## config.mk

```make
export PLATFORM = sky130hd
export DESIGN_NAME = mem_arbiter
export DESIGN_NICKNAME = d
export VERILOG_FILES = /design/src/rtl/mem_arbiter_pkg.sv /design/src/rtl/mem_rr_pick.sv /design/src/rtl/mem_arbiter.sv
export SDC_FILE = /design/constraint.sdc
export NUM_CORES = 1
export LEC_CHECK = 0
export ABC_AREA = 1
export CORE_AREA = 3 3 211 213
export CTS_CLUSTER_SIZE = 14
export DETAILED_ROUTE_END_ITERATION = 8
export DIE_AREA = 0 0 214 216
export GPL_ROUTABILITY_DRIVEN = 0
export HOLD_SLACK_MARGIN = 0.02
export PLACE_DENSITY_LB_ADDON = 0.05
export SLEW_MARGIN = 30
export SYNTH_ARGS = -nofsm -noshare
export SYNTH_HDL_FRONTEND = slang
export SYNTH_SLANG_ARGS = --single-unit
```

## constraint.sdc

```tcl
create_clock -name clk -period 3.6 [get_ports clk]
set_input_delay 0.72 -clock clk [delete_from_list [all_inputs] [get_ports clk]]
set_output_delay 0.72 -clock clk [all_outputs]
set_load 0.005 [all_outputs]
```

## src/rtl/mem_arbiter_pkg.sv

```systemverilog
// ============================================================================
// Module : mem_arbiter_pkg
// Brief  : State, owner and size encodings shared by the memory arbiter.
// Rev    : 1.0
// ============================================================================
`default_nettype none

package mem_arbiter_pkg;

    localparam logic [1:0] c_ST_IDLE = 2'd0;
    localparam logic [1:0] c_ST_RD   = 2'd1;
    localparam logic [1:0] c_ST_WR   = 2'd2;
    localparam logic [1:0] c_ST_DONE = 2'd3;

    localparam logic c_OWN_IC  = 1'b0;
    localparam logic c_OWN_LSB = 1'b1;

    localparam logic [1:0] c_SIZE_BYTE = 2'd0;
    localparam logic [1:0] c_SIZE_HALF = 2'd1;
    localparam logic [1:0] c_SIZE_WORD = 2'd3;

    // The unused encoding 2 falls through to a three-byte transfer.
    function automatic logic [2:0] beats_for_size(input logic [1:0] size);
        logic [2:0] beats;
        case (size)
            c_SIZE_BYTE: beats = 3'd1;
            c_SIZE_HALF: beats = 3'd2;
            c_SIZE_WORD: beats = 3'd4;
            default:     beats = 3'd3;
        endcase
        return beats;
    endfunction

endpackage

`default_nettype wire

```

## src/rtl/mem_rr_pick.sv

```systemverilog
// ============================================================================
// Module : mem_rr_pick
// Brief  : Two-requester round-robin pick with pointer-toggle request.
// Rev    : 1.0
// ============================================================================
`default_nettype none

module mem_rr_pick (
    input  logic i_ic_req,
    input  logic i_lsb_req,
    input  logic i_ptr_lsb,
    output logic o_grant_ic,
    output logic o_grant_lsb,
    output logic o_toggle
);

    always_comb begin
        o_toggle    = i_ic_req & i_lsb_req;
        o_grant_lsb = i_lsb_req & (~i_ic_req | i_ptr_lsb);
        o_grant_ic  = i_ic_req & (~i_lsb_req | ~i_ptr_lsb);
    end

endmodule

`default_nettype wire

```

## src/rtl/mem_arbiter.sv

```systemverilog
// ============================================================================
// Module : mem_arbiter
// Brief  : Shares the byte-wide RAM port between icache misses and the LSB.
// Rev    : 1.0
// ============================================================================
`default_nettype none

module mem_arbiter
    import mem_arbiter_pkg::*;
#(
    parameter int AddrWidth     = 32,
    parameter int DataWidth     = 32,
    parameter bit FirstGrantLsb = 1'b1
) (
    input  logic                 clk,
    input  logic                 rst,
    input  logic                 rdy,
    input  logic                 ic_valid,
    input  logic [AddrWidth-1:0] ic_addr,
    input  logic                 lsb_valid,
    input  logic [AddrWidth-1:0] lsb_addr,
    input  logic                 lsb_is_store,
    input  logic [1:0]           lsb_size,
    input  logic [DataWidth-1:0] lsb_wdata,
    input  logic                 exception,
    input  logic [7:0]           mem_din,
    output logic [AddrWidth-1:0] mem_a,
    output logic [7:0]           mem_dout,
    output logic                 mem_wr,
    output logic                 ic_done,
    output logic [DataWidth-1:0] ic_data,
    output logic                 lsb_done,
    output logic [DataWidth-1:0] lsb_data,
    output logic                 busy
);

    logic [1:0]           state_q, state_d;
    logic                 owner_q, owner_d;
    logic                 rr_q, rr_d;
    logic [AddrWidth-1:0] addr_q, addr_d;
    logic [2:0]           n_q, n_d;
    logic [2:0]           cnt_q, cnt_d;
    logic [DataWidth-1:0] wdata_q, wdata_d;
    logic [DataWidth-1:0] buf_q, buf_d;
    logic [AddrWidth-1:0] mem_a_q, mem_a_d;
    logic [7:0]           mem_dout_q, mem_dout_d;
    logic                 mem_wr_q, mem_wr_d;
    logic                 ic_done_q, ic_done_d;
    logic                 lsb_done_q, lsb_done_d;
    logic [DataWidth-1:0] ic_data_q, ic_data_d;
    logic [DataWidth-1:0] lsb_data_q, lsb_data_d;

    logic w_grant_ic;
    logic w_grant_lsb;
    logic w_toggle;

    mem_rr_pick u_rr_pick (
        .i_ic_req    (ic_valid),
        .i_lsb_req   (lsb_valid),
        .i_ptr_lsb   (rr_q),
        .o_grant_ic  (w_grant_ic),
        .o_grant_lsb (w_grant_lsb),
        .o_toggle    (w_toggle)
    );

    // Every output register is loaded one cycle ahead, so the value for
    // beat c is computed at the edge that enters beat c.
    always_comb begin
        state_d    = state_q;
        owner_d    = owner_q;
        rr_d       = rr_q;
        addr_d     = addr_q;
        n_d        = n_q;
        cnt_d      = cnt_q;
        wdata_d    = wdata_q;
        buf_d      = buf_q;
        mem_a_d    = mem_a_q;
        mem_dout_d = mem_dout_q;
        mem_wr_d   = mem_wr_q;
        ic_done_d  = ic_done_q;
        lsb_done_d = lsb_done_q;
        ic_data_d  = ic_data_q;
        lsb_data_d = lsb_data_q;

        if (rdy) begin
            ic_done_d  = 1'b0;
            lsb_done_d = 1'b0;
            case (state_q)
                c_ST_IDLE: begin
                    if (!exception && (w_grant_ic || w_grant_lsb)) begin
                        cnt_d  = 3'd0;
                        buf_d  = '0;
                        if (w_toggle) begin
                            rr_d = ~rr_q;
                        end
                        if (w_grant_lsb) begin
                            owner_d    = c_OWN_LSB;
                            addr_d     = lsb_addr;
                            n_d        = beats_for_size(lsb_size);
                            wdata_d    = lsb_wdata;
                            mem_a_d    = lsb_addr;
                            mem_dout_d = lsb_wdata[7:0];
                            mem_wr_d   = lsb_is_store;
                            state_d    = lsb_is_store ? c_ST_WR : c_ST_RD;
                        end else begin
                            owner_d  = c_OWN_IC;
                            addr_d   = ic_addr;
                            n_d      = 3'd4;
                            mem_a_d  = ic_addr;
                            mem_wr_d = 1'b0;
                            state_d  = c_ST_RD;
                        end
                    end
                end
                c_ST_RD: begin
                    if (exception) begin
                        state_d = c_ST_IDLE;
                    end else begin
                        for (int i = 0; i < 4; i++) begin
                            if (cnt_q == 3'(i + 1)) begin
                                buf_d[8*i +: 8] = mem_din;
                            end
                        end
                        if (cnt_q == n_q) begin
                            state_d = c_ST_DONE;
                            if (owner_q == c_OWN_IC) begin
                                ic_done_d = 1'b1;
                                ic_data_d = buf_d;
                            end else begin
                                lsb_done_d = 1'b1;
                                lsb_data_d = buf_d;
                            end
                        end else begin
                            cnt_d = cnt_q + 3'd1;
                            if (cnt_d < n_q) begin
                                mem_a_d = addr_q + AddrWidth'(cnt_d);
                            end
                        end
                    end
                end
                c_ST_WR: begin
                    // Stores ignore exception so a partial word is never left in RAM.
                    if (cnt_q == n_q - 3'd1) begin
                        state_d    = c_ST_DONE;
                        mem_wr_d   = 1'b0;
                        lsb_done_d = 1'b1;
                    end else begin
                        cnt_d    = cnt_q + 3'd1;
                        mem_a_d  = addr_q + AddrWidth'(cnt_d);
                        mem_wr_d = 1'b1;
                        for (int i = 0; i < 4; i++) begin
                            if (cnt_d == 3'(i)) begin
                                mem_dout_d = wdata_q[8*i +: 8];
                            end
                        end
                    end
                end
                default: begin
                    state_d = c_ST_IDLE;
                end
            endcase
        end
    end

    always_ff @(posedge clk or negedge rst) begin
        if (!rst) begin
            state_q    <= c_ST_IDLE;
            owner_q    <= c_OWN_IC;
            rr_q       <= FirstGrantLsb;
            addr_q     <= '0;
            n_q        <= 3'd0;
            cnt_q      <= 3'd0;
            wdata_q    <= '0;
            buf_q      <= '0;
            mem_a_q    <= '0;
            mem_dout_q <= 8'd0;
            mem_wr_q   <= 1'b0;
            ic_done_q  <= 1'b0;
            lsb_done_q <= 1'b0;
            ic_data_q  <= '0;
            lsb_data_q <= '0;
        end else begin
            state_q    <= state_d;
            owner_q    <= owner_d;
            rr_q       <= rr_d;
            addr_q     <= addr_d;
            n_q        <= n_d;
            cnt_q      <= cnt_d;
            wdata_q    <= wdata_d;
            buf_q      <= buf_d;
            mem_a_q    <= mem_a_d;
            mem_dout_q <= mem_dout_d;
            mem_wr_q   <= mem_wr_d;
            ic_done_q  <= ic_done_d;
            lsb_done_q <= lsb_done_d;
            ic_data_q  <= ic_data_d;
            lsb_data_q <= lsb_data_d;
        end
    end

    assign mem_a    = mem_a_q;
    assign mem_dout = mem_dout_q;
    assign mem_wr   = mem_wr_q & rdy;
    assign ic_done  = ic_done_q;
    assign lsb_done = lsb_done_q;
    assign ic_data  = ic_data_q;
    assign lsb_data = lsb_data_q;
    assign busy     = (state_q != c_ST_IDLE);

endmodule

`default_nettype wire
```

==> results of run 1 <==
## through the flow
stage	instance area, µm²	util	total power [W]	hold WS [ns]
after floorplan	10700	-	0.00640	0.424
after global placement	13500	0.315	0.00849	0.457
after detailed placement	13500	0.315	0.00850	0.459
after CTS	14400	0.336	0.0114	0.108
after global routing	14400	0.336	0.0121	0.131
final	14400	0.336	0.0111	0.119
## flip-flops by register name (all words and copies together), names as in the netlist, 2 cells and up
name and flops:
addr_q 32, buf_q 32, ic_data 32, lsb_data 32, mem_a 32, wdata_q 32, mem_dout 8, cnt_q 3
n_q 3, state_q 2
## worst paths after layout
kind / startpoint / cells past startpoint / endpoint
min in group clk: mem_a[1] / 2 / mem_a[1]
max in group asynchronous: rst / 2 / mem_a[14]
max: cnt_q[1] / 14 / mem_a[23]
min: rst / 1 / lsb_data[8]
max reg2reg: cnt_q[1] / 14 / mem_a[23]
min reg2reg: mem_a[1] / 2 / mem_a[1]
## power by group
| part | leakage, nW | total, W | switching (W) | internal (W) |
|---|---|---|---|---|
| combinational | 3.51 | 0.00454 | 0.00270 | 0.00184 |
| clock | 0.445 | 0.00276 | 0.00109 | 0.00167 |
| sequential | 2.77 | 0.00382 | 0.000592 | 0.00323 |
| total | 6.73 | 0.0111 | 0.00438 | 0.00674 |
## layout by cell type, fill, tap and decap left out
cell / count
buf_12: 2
nand4_1: 6
nand2_1: 507
clkbuf_16: 27
ha_1: 21
a21oi_1: 24
nand3b_1: 7
bufinv_16: 2
clkbuf_1: 7
mux2i_1: 15
a31oi_1: 6
o21bai_1: 1
o22ai_1: 33
inv_1: 122
nor2_2: 2
nand2_2: 1
or2_2: 3
o211ai_1: 8
or2_4: 1
buf_8: 1
o21ai_1: 4
buf_4: 21
dfstp_2: 1
o21ai_0: 161
nor2_1: 90
clkinv_2: 4
inv_16: 1
xor2_1: 3
a22oi_1: 8
nor2_8: 1
clkdlybuf4s50_1: 219
dfrtp_1: 212
fa_1: 1
a21oi_2: 1
nand3_1: 72
nand3_2: 2
clkbuf_8: 7
nor3_1: 2
inv_2: 7
## worst reg2reg max path: stages, from the launching register on
cell and delay, ns:
dfrtp_1 0.46, ha_1 0.22, ha_1 0.27, buf_4 0.16, inv_1 0.10, ha_1 0.39, nand2_1 0.10, nand2_1 0.11
nor2_1 0.07, nor2_1 0.48, nand2_1 0.10, nand2_1 0.08, nand3_1 0.07, nand3_1 0.09, nand2_1 0.05
## Yosys cell counts (4+ instances only)
master / instances / share of area
dfrtp_1: 212 / 0.50
ha_1: 21 / 0.025
buf_1: 6 / 0.0021
o21ai_0: 161 / 0.076
o211ai_1: 8 / 0.0056
a22oi_1: 8 / 0.0056
clkbuf_1: 29 / 0.010
a21oi_1: 25 / 0.012
a31oi_1: 6 / 0.0035
nand2_1: 507 / 0.18
inv_1: 122 / 0.043
o21ai_1: 4 / 0.0019
inv_2: 7 / 0.0025
o22ai_1: 33 / 0.019
nor2_1: 90 / 0.032
nand3_1: 72 / 0.034
buf_2: 21 / 0.0099
nand4_1: 6 / 0.0035
nand3b_1: 7 / 0.0049
mux2i_1: 15 / 0.014
## per-layer routing
layer  share of wire  GRT usage  up-vias  wire [µm]
met1            0.50      0.229     4527      18300
met3           0.041     0.0287       40       1490
met5         0.00044          0        -         16
met4           0.015     0.0279        4        562
li1                -          -     4854          -
met2            0.44      0.250      172      16300
## final cells by class
class,instances,share of cell area
well taps,585,0.0507
repair buffers,243,0.167
inverters,129,0.0336
multi-input cells,980,0.317
flip-flops and latches,213,0.370
clock buffers,41,0.0553
clock inverters,7,0.00694
## kinds of logic (layout without fill, tap and decap cells)
kind of cell	Yosys count	after routing	share of synthesized area
simple gates	694	694	0.261
compound gates	246	246	0.124
flops	213	213	0.500
buf+inv	189	420	0.0715
fa+ha+maj	22	22	0.0265
mux	15	15	0.0141
xor+xnor	3	3	0.00246
==> summary.txt, run 1 <==
Run status
  • Outcome: finished, final reports clean

Detailed routing
  • DRT antenna net count: 0
  • Iter 0 DRT Violations: around 620
  • Final WL: 36700 µm
  • Drt via density: 4.37
  • DR pass1 iterations: 5
  • Post-DR wirelength/cell: 16.7 µm
  • Drt drc: 0
  • Total number of vias: 9597

Power and ir drop
  • Peak supply drop: 0.000372 V
  • Power density over the cells: 771 nW/µm²
  • Leakage: 6.73 nW

Critical path
  • Setup slack, reg-to-reg: 0.74 ns
  • Data required, critical path: 4.05 ns
  • Critical path's most frequent cell: nand2_1
  • CP max FO: 10
  • Crit end category: flip-flop
  • Data arrival time of the worst path: 3.31 ns
  • Worst path slowest cell: nor2_1
  • Worst path cell trace: ha_1, ha_1, buf_4, inv_1, ha_1, nand2_1, nand2_1, nor2_1, nor2_1, nand2_1, nand2_1, nand3_1, nand3_1, nand2_1
  • Critical Path Max Stage Delay: 0.47 ns
  • Crit path buffers/inverters: 2
  • Worst setup path category: flip-flop to flip-flop
  • Crit path max-delay family: simple AND/OR/NAND/NOR gates
  • Worst setup SP type: flip-flop

GRT
  • Congestion Overflow GR: 0
  • Initial antenna violation count: 2
  • First-pass GRT wire length: 58100 µm
  • Vias in the first global route: 9567
  • Largest net degree at the start of global routing: 68
  • Total GRT Usage: 0.158

Timing
  • Fmax: roughly 350 MHz
  • Fin crit share: 0.795
  • Final setup viols: 0
  • Worst-Margin Slew: roughly 0.84 ns
  • Setup TNS: 0 ns
  • Rel. slew slack: 0.442
  • Max-slew violations: 0
  • Hold Vio Cnt, Final: 0
  • RSZ-0062 raised after global routing: false
  • Period minus WS final: roughly 2.9 ns
  • Post-route setup slack: between 0.7 and 0.8 ns
  • Clk_skew: around 0.016 ns

Clocking
  • Root Driver: clkbuf_16
  • # clock sinks: 213
  • Clock buffer depth: 3
  • Clock Latency Late Sink: around 0.57 ns
  • Clock slew at reported path FFs: 0.06 ns
  • CTS tree: yes
  • Hold buffers post-CTS: 0
  • CTS resizes: 0
  • Htree depth: 1
  • Cts bufs inserted: 27
  • Post-CTS setup buffer count: 0

Hold path
  • Hold WC Path Type: primary input to asynchronous set/reset pin

Placement
  • Post-placement setup slack: around 0.76 ns
  • IO Port Bufs: 220
  • Detail Placement HPWL: 26800 µm
  • Dpl cells: 2150

Floorplan
  • Row count: 76
  • Io pins: 221
  • Die width: 214 µm
  • Core area: 42900 µm²
  • Starting Density: 0.249
  • Die ar.: 46200 µm²
  • Die Ht: 216 µm

Synth
  • Post-synth ARST share: 1.00
  • Syn nets: 1517
  • Synth Cell Area: 10700 µm²
  • Synth Register Bits: 213
  • Primary FF master, synth: dfrtp_1
  • Synth Warn #: 0
  • Post-Syn Area per Cell: 7.72 µm²
  • EDFF count, synth: 0
  • Synth cell types: 33
  • Synthesized instance count: between 1000 and 1500
  • Sequential element share of the synthesized area: 0.500

Finish
  • Share of layout cells above drive strength 1: 0.0521
  • Fill cells: 4600
  • Sequential Area: 5330 µm²
  • # diodes: 0
  • Nets: 1729
  • Multi-input gate area: 4570 µm²
  • Layout area overhead: 35.3%
  • Fin cells: 2198

Run
  • Maxcap violations: 0
(Power assumes the default switching activity.)
==> inputs of run 2 (changes only) <==
- clock period: 3.6 -> 2.66 ns (I/O delays scaled with it)
==> run 2 against run 1 <==
  * Worst hold slack improved by 0.35 ns
  * Power increased by 38%
  * Non-clock buffer count up 24
  * Highest routed layer unchanged
  * Cell count rose by 1.2%
  * Critical endpoint is now mem_a[22]
  * Critical path depth decreased by 1
  * Register-to-register slack got worse by 0.50 ns
==> summary.txt, run 2 (synthesized netlist as in run 1, its figures left out) <==
Run status
  • Outcome: finished, final reports clean (unchanged)

Finish
  • Most common cell after layout, fill and taps aside: nand2_1 (unchanged)
  • Share of layout cells above drive strength 1: 0.0720 (was 0.0521)
  • Layout area overhead: 38.0% (was 35.3%)
  • Nets: 1754 (was 1729)
  • Most frequent cells in the layout: 506 x nand2_1, 218 x clkdlybuf4s50_1, 212 x dfrtp_1 (was 507 x nand2_1, 219 x clkdlybuf4s50_1, 212 x dfrtp_1)
  • Fill cells: 4554 (was 4600)
  • Sequential Area: 5330 µm² (unchanged)
  • # diodes: 0 (unchanged)
  • Multi-input gate area: 4590 µm² (was 4570 µm²)

Detailed routing
  • Drt drc: 0 (unchanged)
  • Drt via density: 4.35 (was 4.37)
  • DRT antenna net count: 0 (unchanged)
  • Total number of vias: 9679 (was 9597)
  • Final WL: 36600 µm (was 36700 µm)
  • Iter 0 DRT Violations: 502 (was 624)
  • DR pass1 iterations: 5 (unchanged)
  • Post-DR wirelength/cell: 16.4 µm (was 16.7 µm)

Timing
  • Setup TNS: 0 ns (unchanged)
  • Period minus WS final: 2.42 ns (was 2.86 ns)
  • Final setup viols: 0 (unchanged)
  • Fin crit share: 0.910 (was 0.795)
  • Rel. slew slack: 0.593 (was 0.442)
  • Hold Vio Cnt, Final: 0 (unchanged)
  • Fmax: 413 MHz (was 349 MHz)
  • Worst hold-check slack: 0.473 ns (was 0.119 ns)
  • Max-slew violations: 0 (unchanged)
  • Worst-Margin Slew: 0.611 ns (was 0.837 ns)
  • RSZ-0062 raised after global routing: false (unchanged)
  • Clk_skew: 0.0186 ns (was 0.0162 ns)
  • Post-route setup slack: 0.238 ns (was 0.738 ns)

Floorplan
  • Die ar.: 46200 µm² (unchanged)
  • Core area: 42900 µm² (unchanged)
  • Die width: 214 µm (unchanged)
  • Starting Density: 0.249 (unchanged)
  • Io pins: 221 (unchanged)
  • Die Ht: 216 µm (unchanged)
  • Row count: 76 (unchanged)

Clocking
  • Clock Latency Late Sink: 0.57 ns (about the same)
  • Root Driver: clkbuf_16 (unchanged)
  • Post-CTS setup buffer count: 0 (unchanged)
  • Clock slew at reported path FFs: 0.06 ns (about the same)
  • Htree depth: 1 (unchanged)
  • CTS tree: yes (unchanged)
  • Clock buffer depth: 3 (unchanged)
  • # clock sinks: 213 (unchanged)
  • Cts bufs inserted: 28 (was 27)

Run
  • Maxcap violations: 0 (unchanged)

Critical path
  • Worst setup SP type: flip-flop (unchanged)
  • Crit end category: flip-flop (unchanged)
  • Worst setup path category: flip-flop to flip-flop (unchanged)
  • CP max FO: 6 (was 10)
  • Data arrival time of the worst path: 2.87 ns (was 3.31 ns)
  • Data required, critical path: 3.11 ns (was 4.05 ns)

GRT
  • Initial antenna violation count: 1 (was 2)
  • Vias in the first global route: 9740 (was 9567)
  • Congestion Overflow GR: 0 (unchanged)
  • Largest net degree at the start of global routing: 73 (was 68)
  • First-pass GRT wire length: 57900 µm (was 58100 µm)
  • Total GRT Usage: 0.157 (was 0.158)

Placement
  • Post-placement setup slack: 0.0764 ns (was 0.756 ns)
  • Detail Placement HPWL: 26800 µm (about the same)
  • IO Port Bufs: 220 (unchanged)

Power and ir drop
  • Peak supply drop: 0.000430 V (was 0.000372 V)
  • Power density over the cells: 1040 nW/µm² (was 771 nW/µm²)
  • Leakage: 6.89 nW (was 6.73 nW)
  • Overall power: 0.0154 W (was 0.0111 W)

Hold path
  • Hold WC Path Type: flip-flop to flip-flop (was primary input to asynchronous set/reset pin)
run 2: changes by cell type in the layout (fill, tap and decap cells not counted), moves of 2 or more:
cell | previous run | this run
clkinv_2 | 4 | 11
inv_6 | 0 | 2
clkbuf_1 | 7 | 1
buf_12 | 2 | 7
buf_4 | 21 | 38
run 2: final timing paths:
kind                          start            to  slack, ns  depth (start not counted)
min                        mem_a[1]      mem_a[1]       0.47                          2
max                        cnt_q[1]     mem_a[22]       0.24                         13
max reg2reg                cnt_q[1]     mem_a[22]       0.24                         13
min in group asynchronous       rst  lsb_data[14]       0.56                          2
max in group asynchronous       rst   mem_dout[3]       1.42                          3
min reg2reg                mem_a[1]      mem_a[1]       0.47                          2
run 2: timing repair:
action,in CTS,in global routing
hold buffers,1,0
endpoints found under the hold margin,64,0
resized for setup,1,8
endpoints found under the setup margin,1,32
pin swaps,0,1
run 2: per-stage QoR:
| step | area [µm²] | utilization | instances |
|---|---|---|---|
| final | 14700 | 0.343 | 2224 |
| after global routing | 14700 | 0.343 | 2224 |
| after CTS | 14700 | 0.343 | 2224 |
| after detailed placement | 13800 | 0.321 | 2173 |
| after global placement | 13800 | 0.321 | 2173 |
| after floorplan | 10700 | - | 1382 |
run 2: power breakdown:
group / internal [W] / leakage (nW) / switching [W]
Sequential: 0.00437 / 2.77 / 0.000769
Combinational: 0.00267 / 3.65 / 0.00373
Clock: 0.00228 / 0.472 / 0.00154
Total: 0.00932 / 6.89 / 0.00603
run 2: final cells by class:
type | count | area share
sequential | 213 | 0.362
inverter | 129 | 0.0332
clock inverter | 15 | 0.00952
clock buffer | 35 | 0.0535
multi-input combinational | 980 | 0.312
timing repair buffer | 267 | 0.180
tap | 585 | 0.0497
run 2: layer usage:
metal | GRT usage | part of all wire
met1 | 0.229 | 0.50
met2 | 0.244 | 0.44
met3 | 0.0258 | 0.045
met4 | 0.0386 | 0.019
met5 | 0 | 0.00022
run 2: worst max-delay path, cell delays in order, from the launching register on:
cell and delay, ns:
dfrtp_1 0.41, ha_1 0.20, ha_1 0.29, inv_1 0.08, ha_2 0.39, nand2_1 0.06
nand2_1 0.11, nand2_1 0.15, inv_1 0.21, nand2_1 0.11, nand2_1 0.07, nand3_1 0.09
nand3_1 0.10, nand2_1 0.05
==> inputs of run 3 (changes only) <==
- RECOVER_POWER: unset -> 100
==> run 3 against run 2 <==
  * First-iteration DRC count down 1.6%
  * Via count up 0.13%
  * Highest routed layer unchanged
  * Flip-flop and latch count unchanged
  * Global-route usage did not move
  * Setup slack got worse by 0.012 ns
  * The run now ends with max-capacitance violations, max-slew violations left
  * Routed wire length is essentially flat
  * Worst hold slack got worse by 0.0051 ns
  * Critical path depth down 9
  * Cell area decreased by 0.60%
==> summary.txt, run 3 (synthesized netlist as in run 1, its figures left out) <==
Placement
  • Post-placement setup slack: 0.0764 ns (unchanged)
  • Post-DP Area: 13800 µm² (unchanged)
  • Detail Placement HPWL: 26800 µm (unchanged)
  • IO Port Bufs: 220 (unchanged)

Power and ir drop
  • Leakage: 7.16 nW (was 6.89 nW)
  • Power density over the cells: 1030 nW/µm² (was 1040 nW/µm²)
  • Peak supply drop: 0.000430 V (about the same)

Finish
  • Share of layout cells above drive strength 1: 0.0659 (was 0.0720)
  • # diodes: 0 (unchanged)
  • Most frequent cells in the layout: 507 x nand2_1, 212 x dfrtp_1, 163 x o21ai_0 (was 506 x nand2_1, 218 x clkdlybuf4s50_1, 212 x dfrtp_1)
  • Layout area overhead: 37.2% (was 38.0%)
  • Nets: 1754 (unchanged)
  • Most common cell after layout, fill and taps aside: nand2_1 (unchanged)
  • Final instance area: 14600 µm² (was 14700 µm²)

Floorplan
  • Row count: 76 (unchanged)
  • Die Ht: 216 µm (unchanged)
  • Io pins: 221 (unchanged)
  • Die width: 214 µm (unchanged)
  • Starting Density: 0.249 (unchanged)
  • Core area: 42900 µm² (unchanged)
  • Die ar.: 46200 µm² (unchanged)

Timing
  • Fmax: 411 MHz (was 413 MHz)
  • RSZ-0062 raised after global routing: false (unchanged)
  • Fin crit share: 0.915 (was 0.910)
  • Post-route setup slack: 0.226 ns (was 0.238 ns)
  • Clk_skew: 0.0193 ns (was 0.0186 ns)
  • Setup TNS: 0 ns (unchanged)
  • Final setup viols: 0 (unchanged)
  • Worst-Margin Slew: 1.80 ns (was 0.611 ns)
  • Max-slew violations: 70 (was 0)
  • Rel. slew slack: -0.202 (was 0.593)
  • Hold Vio Cnt, Final: 0 (unchanged)
  • Period minus WS final: 2.43 ns (was 2.42 ns)

Critical path
  • Worst setup startpoint: rdy (was cnt_q[1])
  • CP max FO: 6 (unchanged)
  • Crit Reg-Reg Endpoint: mem_a[26] (was mem_a[22])
  • FF-to-FF Start: cnt_q[1] (unchanged)
  • Data required, critical path: 2.13 ns (was 3.11 ns)
  • Crit end category: output port (was flip-flop)
  • Worst setup endpoint: mem_wr (was mem_a[22])
  • Setup slack, reg-to-reg: 0.24 ns (about the same)
  • Worst setup path category: primary input to output port (was flip-flop to flip-flop)
  • Data arrival time of the worst path: 1.90 ns (was 2.87 ns)
  • Reg2Reg Depth: 14 (was 13)
  • Worst setup SP type: primary input (was flip-flop)

Clocking
  • Clock slew at reported path FFs: 0.06 ns (about the same)
  • CTS tree: yes (unchanged)
  • Clock buffer depth: 3 (unchanged)
  • Clock Latency Late Sink: 0.57 ns (about the same)
  • Root Driver: clkbuf_16 (unchanged)
  • Post-CTS setup buffer count: 0 (unchanged)
  • Htree depth: 1 (unchanged)
  • Cts bufs inserted: 28 (unchanged)
  • # clock sinks: 213 (unchanged)

Detailed routing
  • Total number of vias: 9692 (was 9679)
  • DR pass1 iterations: 5 (unchanged)
  • Iter 0 DRT Violations: 494 (was 502)
  • DRT antenna net count: 0 (unchanged)
  • Post-DR wirelength/cell: 16.4 µm (about the same)
  • Final WL: 36500 µm (was 36600 µm)
  • Drt drc: 0 (unchanged)
  • Drt via density: 4.36 (was 4.35)

GRT
  • Vias in the first global route: 9740 (unchanged)
  • Total GRT Usage: 0.157 (unchanged)
  • Congestion Overflow GR: 0 (unchanged)
  • Largest net degree at the start of global routing: 73 (unchanged)
  • Initial antenna violation count: 2 (was 1)
  • First-pass GRT wire length: 57900 µm (unchanged)

Hold path
  • Hold WC Path Type: flip-flop to flip-flop (unchanged)

Run status
  • Outcome: finished, violations left (was finished, final reports clean)
  • Failing checks: max-capacitance violations, max-slew violations

Run
  • Maxcap violations: 1 (was 0)
==> run 3: cell count changes in the layout (fill, tap and decap cells not counted), moves of 3 or more <==
cell and change:
buf_4 -14, clkbuf_2 +11, clkbuf_4 +3, inv_2 -4, dlygate4sd3_1 +107, inv_1 +4, clkdlybuf4s50_1 -107
==> run 3: final cells by class <==
class / instances / area, µm²
fillers: 4572 / 28300
clock inverters: 15 / 140
flip-flops and latches: 213 / 5330
clock buffers: 35 / 787
repair buffers: 267 / 2580
multi-input cells: 980 / 4570
well taps: 585 / 732
inverters: 129 / 489
==> run 3: repair_timing <==
item / CTS / global route
endpoints found under the setup margin: 1 / 32
pin swaps: 0 / 1
hold buffers: 1 / 0
endpoints found under the hold margin: 64 / 0
resized for setup: 1 / 8
==> run 3: worst min-delay path by stage <==
| stage | from | to | depth (start not counted) | slack (ns) |
|---|---|---|---|---|
| after floorplan | rst | addr_q[0] | 0 | 0.24 |
| after global placement | mem_a[1] | mem_a[1] | 2 | 0.46 |
| after detailed placement | mem_a[1] | mem_a[1] | 2 | 0.46 |
| after CTS | mem_a[1] | mem_a[1] | 2 | 0.48 |
| after global routing | lsb_data[19] | lsb_data[19] | 2 | 0.49 |
| final | mem_a[1] | mem_a[1] | 2 | 0.47 |
==> run 3: power breakdown <==
part / switching [W] / internal, W
Sequential: 0.000749 / 0.00437
Clock: 0.00153 / 0.00228
Combinational: 0.00370 / 0.00245
Total: 0.00599 / 0.00910
==> run 3: critical path: stages <==
cell,delay (ns)
dlygate4sd3_1,0.67
nand2_1,0.10
inv_1,0.06
clkdlybuf4s50_1,0.54
==> run 3: metrics by stage <==
| step | instances | util | power, W | hold WS, ns |
|---|---|---|---|---|
| CTS | 2224 | 0.343 | 0.0156 | 0.475 |
| finish | 2224 | 0.341 | 0.0151 | 0.468 |
| floorplan | 1382 | - | 0.00867 | 0.236 |
| global route | 2224 | 0.341 | 0.0165 | 0.489 |
| detailed placement | 2173 | 0.321 | 0.0117 | 0.460 |
| global placement | 2173 | 0.321 | 0.0117 | 0.462 |
==> run 3: metal layers <==
layer,track usage,vias up,part of all wire
met4,0.0386,2,0.019
met2,0.244,201,0.44
met5,0,-,0.00022
met3,0.0258,47,0.045
li1,-,4929,-
met1,0.229,4513,0.50
